`src/rtl/batalha_pkg.sv`:
```
// Shared definitions for the batalha game: code width, controller state
// encoding and small code helpers.
package batalha_pkg;

  localparam int unsigned CODE_W = 3;

  typedef enum logic [1:0] {
    ST_IDLE    = 2'd0,
    ST_ARMED   = 2'd1,
    ST_DONE_P1 = 2'd2,
    ST_DONE_P2 = 2'd3
  } state_e;

  // A code is unusable when all bits are equal (000 or 111).
  function automatic logic code_invalid(input logic [CODE_W-1:0] code);
    return (code == {CODE_W{1'b0}}) || (code == {CODE_W{1'b1}});
  endfunction

  // Rotate left by one: {a,b,c} -> {b,c,a}.
  function automatic logic [CODE_W-1:0] rotl1(input logic [CODE_W-1:0] code);
    return {code[CODE_W-2:0], code[CODE_W-1]};
  endfunction

endpackage

```
`src/rtl/batalha.sv`:
```
// batalha comparator (combinational).
//   p1_a/b/c : secret bits {a,b,c}
//   p2_a/b/c : guess bits  {a,b,c}
//   s1       : secret is invalid (all bits equal)
//   s2       : guess equals the secret rotated left by one
module batalha (
  input  logic p1_a,
  input  logic p1_b,
  input  logic p1_c,
  input  logic p2_a,
  input  logic p2_b,
  input  logic p2_c,
  output logic s1,
  output logic s2
);

  assign s1 = (p1_a & p1_b & p1_c) | (~p1_a & ~p1_b & ~p1_c);

  assign s2 = ~(p2_a ^ p1_b) & ~(p2_b ^ p1_c) & ~(p2_c ^ p1_a);

endmodule

```
`src/rtl/batalha_ctrl.sv`:
```
// Round sequencer for the batalha code-guessing game.
//   clk, rst          : clock, synchronous active-high reset
//   p1_valid/p1_code  : secret submission (acted on in IDLE)
//   p2_valid/p2_code  : guess submission (acted on in ARMED)
//   next              : acknowledge result, start a new round
//   p1_ready/p2_ready : state indicators (IDLE / ARMED)
//   tries_left        : guesses remaining in the round
//   reject/hit/miss   : one-cycle event pulses
//   p1_win/p2_win     : round result levels
//   score1/score2     : saturating round-win counters
module batalha_ctrl
  import batalha_pkg::*;
#(
  parameter int unsigned MAX_TRIES = 4,
  parameter int unsigned SCORE_W   = 4
) (
  input  logic                             clk,
  input  logic                             rst,
  input  logic                             p1_valid,
  input  logic [2:0]                       p1_code,
  input  logic                             p2_valid,
  input  logic [2:0]                       p2_code,
  input  logic                             next,
  output logic                             p1_ready,
  output logic                             p2_ready,
  output logic [$clog2(MAX_TRIES+1)-1:0]   tries_left,
  output logic                             reject,
  output logic                             hit,
  output logic                             miss,
  output logic                             p1_win,
  output logic                             p2_win,
  output logic [SCORE_W-1:0]               score1,
  output logic [SCORE_W-1:0]               score2
);

  localparam int unsigned TRY_W = $clog2(MAX_TRIES + 1);

  localparam logic [1:0] S_IDLE    = ST_IDLE;
  localparam logic [1:0] S_ARMED   = ST_ARMED;
  localparam logic [1:0] S_DONE_P1 = ST_DONE_P1;
  localparam logic [1:0] S_DONE_P2 = ST_DONE_P2;

  localparam logic [SCORE_W-1:0] SCORE_MAX = {SCORE_W{1'b1}};

  logic [1:0]         state, state_n;
  logic [CODE_W-1:0]  secret, secret_n;
  logic [TRY_W-1:0]   tries_n;
  logic [SCORE_W-1:0] score1_n, score2_n;
  logic               p1_ready_n, p2_ready_n;
  logic               reject_n, hit_n, miss_n;
  logic               p1_win_n, p2_win_n;

  logic [CODE_W-1:0]  cmp_code;
  logic               cmp_invalid, cmp_match;

  // In IDLE the comparator judges the incoming code; afterwards the held secret.
  assign cmp_code = (state == S_IDLE) ? p1_code : secret;

  batalha u_batalha (
    .p1_a (cmp_code[2]),
    .p1_b (cmp_code[1]),
    .p1_c (cmp_code[0]),
    .p2_a (p2_code[2]),
    .p2_b (p2_code[1]),
    .p2_c (p2_code[0]),
    .s1   (cmp_invalid),
    .s2   (cmp_match)
  );

  // State and registered outputs.
  always_ff @(posedge clk) begin
    if (rst) begin
      state      <= S_IDLE;
      secret     <= '0;
      tries_left <= '0;
      score1     <= '0;
      score2     <= '0;
      p1_ready   <= 1'b1;
      p2_ready   <= 1'b0;
      reject     <= 1'b0;
      hit        <= 1'b0;
      miss       <= 1'b0;
      p1_win     <= 1'b0;
      p2_win     <= 1'b0;
    end else begin
      state      <= state_n;
      secret     <= secret_n;
      tries_left <= tries_n;
      score1     <= score1_n;
      score2     <= score2_n;
      p1_ready   <= p1_ready_n;
      p2_ready   <= p2_ready_n;
      reject     <= reject_n;
      hit        <= hit_n;
      miss       <= miss_n;
      p1_win     <= p1_win_n;
      p2_win     <= p2_win_n;
    end
  end

  // Next-state and next-output logic.
  always_comb begin
    state_n  = state;
    secret_n = secret;
    tries_n  = tries_left;
    score1_n = score1;
    score2_n = score2;
    reject_n = 1'b0;
    hit_n    = 1'b0;
    miss_n   = 1'b0;

    case (state)
      S_IDLE: begin
        if (p1_valid) begin
          if (cmp_invalid) begin
            reject_n = 1'b1;
          end else begin
            secret_n = p1_code;
            tries_n  = TRY_W'(MAX_TRIES);
            state_n  = S_ARMED;
          end
        end
      end
      S_ARMED: begin
        if (p2_valid) begin
          if (cmp_match) begin
            hit_n   = 1'b1;
            state_n = S_DONE_P2;
            if (score2 != SCORE_MAX) score2_n = score2 + SCORE_W'(1);
          end else begin
            miss_n  = 1'b1;
            tries_n = tries_left - TRY_W'(1);
            // Last guess used up: player 1 takes the round.
            if (tries_left == TRY_W'(1)) begin
              state_n = S_DONE_P1;
              if (score1 != SCORE_MAX) score1_n = score1 + SCORE_W'(1);
            end
          end
        end
      end
      S_DONE_P1, S_DONE_P2: begin
        if (next) state_n = S_IDLE;
      end
      default: state_n = S_IDLE;
    endcase

    p1_ready_n = (state_n == S_IDLE);
    p2_ready_n = (state_n == S_ARMED);
    p1_win_n   = (state_n == S_DONE_P1);
    p2_win_n   = (state_n == S_DONE_P2);
  end

endmodule

```
`config.mk`:
```
export PLATFORM = sky130hd
export DESIGN_NAME = batalha_ctrl
export DESIGN_NICKNAME = d
export VERILOG_FILES = /design/src/rtl/batalha_pkg.sv /design/src/rtl/batalha.sv /design/src/rtl/batalha_ctrl.sv
export SDC_FILE = /design/constraint.sdc
export NUM_CORES = 1
export LEC_CHECK = 0
export CAP_MARGIN = 10
export CORE_MARGIN = 2
export CORE_UTILIZATION = 30
export CTS_BUF_LIST = sky130_fd_sc_hd__clkbuf_8 sky130_fd_sc_hd__clkbuf_16
export DETAILED_ROUTE_END_ITERATION = 8
export PLACE_DENSITY = 0.53
export SYNTH_ARGS = -nofsm -noshare
export SYNTH_HDL_FRONTEND = slang
export SYNTH_SLANG_ARGS = --single-unit
```
`constraint.sdc`:
```
create_clock -name clk -period 2.9 [get_ports clk]
set_clock_uncertainty 0.1 [all_clocks]
set_input_delay 0.435 -clock clk [delete_from_list [all_inputs] [get_ports clk]]
set_output_delay 0.435 -clock clk [all_outputs]
set_load 0.01 [all_outputs]
```
==> results.yml <==
cells_and_area:
  final_nets: 169
  drive_above_1_share_pct: 9.150
  seqCellArea_um2: 460.4
  area_growth_pct: 30.00
  nFillCells: 399
  fin_util_pct: 41.01
  final_cells: 201
  multi_input_comb_area_um2: 643.1
  diodes: 0
power_and_ir_drop:
  p_sw_w: 0.0001706
  powerDensity_mw_per_mm2: 433.3
  power_w: 0.0006554
  leakage_nw: 0.5896
  clockPowerShare_pct: 30.0
  seqPwrFrac_pct: 51.8
  intPower_w: 0.0004848
  peakVddDrop_mv: 0.2173
  power.share.combinational_pct: 18.2
  swShare_pct: 26.02
global_routing:
  grt_pass1_vias: 926
  grt_max_degree: 19
  grt_pass1_wl_um: 4146
  grt-ovfl-total: 0
  grt_usage_pct: 12.27
  antenna_found_initial: 0
critical_path:
  cp-end-kind: "flip-flop"
  arrival_ns: 2.43
  cp_top_family: "simple AND/OR/NAND/NOR gates"
  critPathBufInv: 2
  criticalPathCategory: "input pin to flip-flop"
  worstSetupStartpointType: "input pin"
  cpPeakStageDelay_ns: 0.47
  required_ns: 2.96
  crit_fanout: 7
  slowest_stage: "clkdlybuf4s50_1"
  crit_path_cell_trace: "clkdlybuf4s50_1 > nor3b_1 > or3_1 > a22oi_2 > and3_1 > buf_4 > nor2_4 > a2111oi_4"
logic_synthesis:
  synth.avg_cell_area_um2: 9.309
  ys_seq_area_share_pct: 39.57
  synth_adder_area_share_pct: 4.301
  synth_top_area_share_pct: 39.57
  synth-simple-area-share_pct: 26.88
  synth-compound-area-share_pct: 14.62
  postSynthCellCount: 125
  ys_ff_latch: 23
  synthesis.nets: 140
  synth_warnings: 0
  synth-xor-area-share_pct: 1.505
  synth.area.top_cells: "dfxtp_1, mux2i_1, ha_1, nor2_1, buf_6"
  synth_area_leader_cell: "dfxtp_1"
  synth.cell_area_mm2: 0.001164
  synth_top_family_by_area: "simple AND/OR/NAND/NOR gates"
  ys_types: 39
  muxShareOfSynthArea_pct: 7.957
flow_run:
  max_cap_viol_count: 0
detailed_routing:
  vias: 982
  antenna_left: 0
  drt_iter0_markers: 24
  post_drt_wl_per_cell_um: 12.02
  via_per_inst: 4.886
  remaining_drc_errors: 0
  drt-total-wl_um: 2416
  dr.pass1.iters: 4
outcome:
  status: "complete, no violations"
floorplanning:
  dieHeight_um: 66.28
  coreArea_mm2: 0.003689
  die-area_mm2: 0.004393
  die-width_um: 66.28
  floorplan.initialDensity_pct: 31.55
  ios: 29
  num_rows: 22
sta:
  hold_viol_final: 0
  slew_violations: 0
  worst_pin_slew_ns: 0.6487
  relSlewSlack_pct: 56.62
  rsz0062_at_grt: "no"
  setup_viol: 0
  tns_ns: 0
  fin_crit_ns: 2.363
  clock.fmax_ghz: 0.4231
  timing.final.crit_share_pct: 81.50
cts:
  cts.reportedPaths.clkPinSlew_ns: 0.08
  root_buffer: "clkbuf_8"
  cts_resized: 0
  holdBufCountCts: 0
  htreeDepth: 1
  cts_buffers: 3
  post-cts-setup-buffers: 0
  cts_tree: "yes"
  clk_path_buf_depth: 2
  cts.sinks: 23
  clkLatencyLatePin_ns: 0.26
placed_design:
  place_hpwl_um: 1867
  placedCellCount: 197
  gp_congestion: 0.6780
  port_buffers: 28
min_path:
  min_path_type: "flip-flop to flip-flop"
-- metrics by stage --
stage / setup WS (ns) / hold WS, ns / area, µm²
after floorplan: 0.8063 / 0.3574 / 1164
after global placement: 0.3388 / 0.3784 / 1466
after detailed placement: 0.2593 / 0.3849 / 1466
after CTS: 0.5270 / 0.3972 / 1513
after global routing: 0.3426 / 0.4074 / 1513
final: 0.5366 / 0.3920 / 1513
-- power by group through the flow --
stage | sequential [W] | combinational (W) | clock, W
after floorplan | 0.000347 | 0.0000760 | 0
after CTS | 0.000340 | 0.000121 | 0.000208
after global routing | 0.000341 | 0.000133 | 0.000220
final | 0.000339 | 0.000120 | 0.000196
after global placement | 0.000346 | 0.000118 | 0
after detailed placement | 0.000347 | 0.000120 | 0
-- cell usage after synthesis, drive strengths merged --
cell / n
xnor2: 1
mux2: 2
and2b: 1
a2111oi: 1
o21ai: 4
and3: 2
nand4: 1
clkbuf: 2
or3b: 1
nand2b: 3
nor3b: 1
nor4: 1
nor2: 14
o21a: 1
xor2: 1
nand3: 4
and2: 4
nand3b: 1
a21oi: 8
mux2i: 7
nor3: 6
a31oi: 2
o211a: 1
or3: 5
nor2b: 4
and4b: 2
a22oi: 1
a21o: 3
nand2: 6
ha: 4
buf: 4
dfxtp: 23
a21bo: 1
o21bai: 1
inv: 2
-- path summary, 6_finish.rpt --
check	start	end	slack, ns	cells after the start
worst max-delay path	p1_code[2]	p1_win	0.54	8
worst min-delay path	tries_left[1]	tries_left[1]	0.39	2
worst max register to register	state[1]	p1_win	0.70	7
worst min register to register	tries_left[1]	tries_left[1]	0.39	2
-- placed cells by master, fill, tap and decap left out, drive strengths merged --
cell type | netlist | routed
nor2b | 4 | 4
nor3 | 6 | 6
o21a | 1 | 1
o21bai | 1 | 1
and2b | 1 | 1
xnor2 | 1 | 1
and2 | 4 | 4
clkbuf | 2 | 3
o211a | 1 | 1
ha | 4 | 4
clkinv | 0 | 1
and3 | 2 | 2
nor2 | 14 | 14
or3b | 1 | 1
a21bo | 1 | 1
dfxtp | 23 | 23
or3 | 5 | 5
xor2 | 1 | 1
clkdlybuf4s50 | 0 | 28
a21o | 3 | 3
nand3b | 1 | 1
mux2 | 2 | 2
nor4 | 1 | 1
a22oi | 1 | 1
a31oi | 2 | 2
nand2 | 6 | 6
inv | 2 | 2
nand3 | 4 | 4
nand4 | 1 | 1
o21ai | 4 | 4
a2111oi | 1 | 1
and4b | 2 | 2
a21oi | 8 | 8
mux2i | 7 | 7
buf | 4 | 2
nand2b | 3 | 3
nor3b | 1 | 1
-- logic make-up after synthesis --
kind of cell | after synthesis
xor gates and xnor gates | 2
AOI/OAI and AO/OA | 23
buffers and inverters | 8
DFF | 23
muxes | 9
and+or+nand+nor | 56
adders and majority gates | 4
-- worst reg2reg max path: cells and delay by family, from the launching register on --
| kind | cells | cell delay, ns |
|---|---|---|
| flops | 1 | 0.54 |
| buf+inv | 1 | 0.15 |
| simple gates | 4 | 0.77 |
| compound gates | 2 | 0.55 |
-- layer usage --
metal / track usage (%) / wire (µm)
met5: 0 / 0
met4: 3.827 / 23
met3: 3.066 / 74
met2: 21.63 / 1165
met1: 14.43 / 1153
-- flip-flops by register name, indices dropped and copies added, names as in the netlist, 2 cells and up --
name / cells
tries_left: 3
state: 2
score1: 4
secret: 3
score2: 4
-- layout make-up --
type / count / share of cell area, %
Clock buffer: 3 / 2.730
Clock inverter: 1 / 0.3309
Inverter: 2 / 0.4963
Multi-Input combinational cell: 94 / 42.51
Sequential cell: 23 / 30.44
Tap cell: 48 / 3.970
Timing Repair Buffer: 30 / 19.52
(Power assumes the default switching activity.)
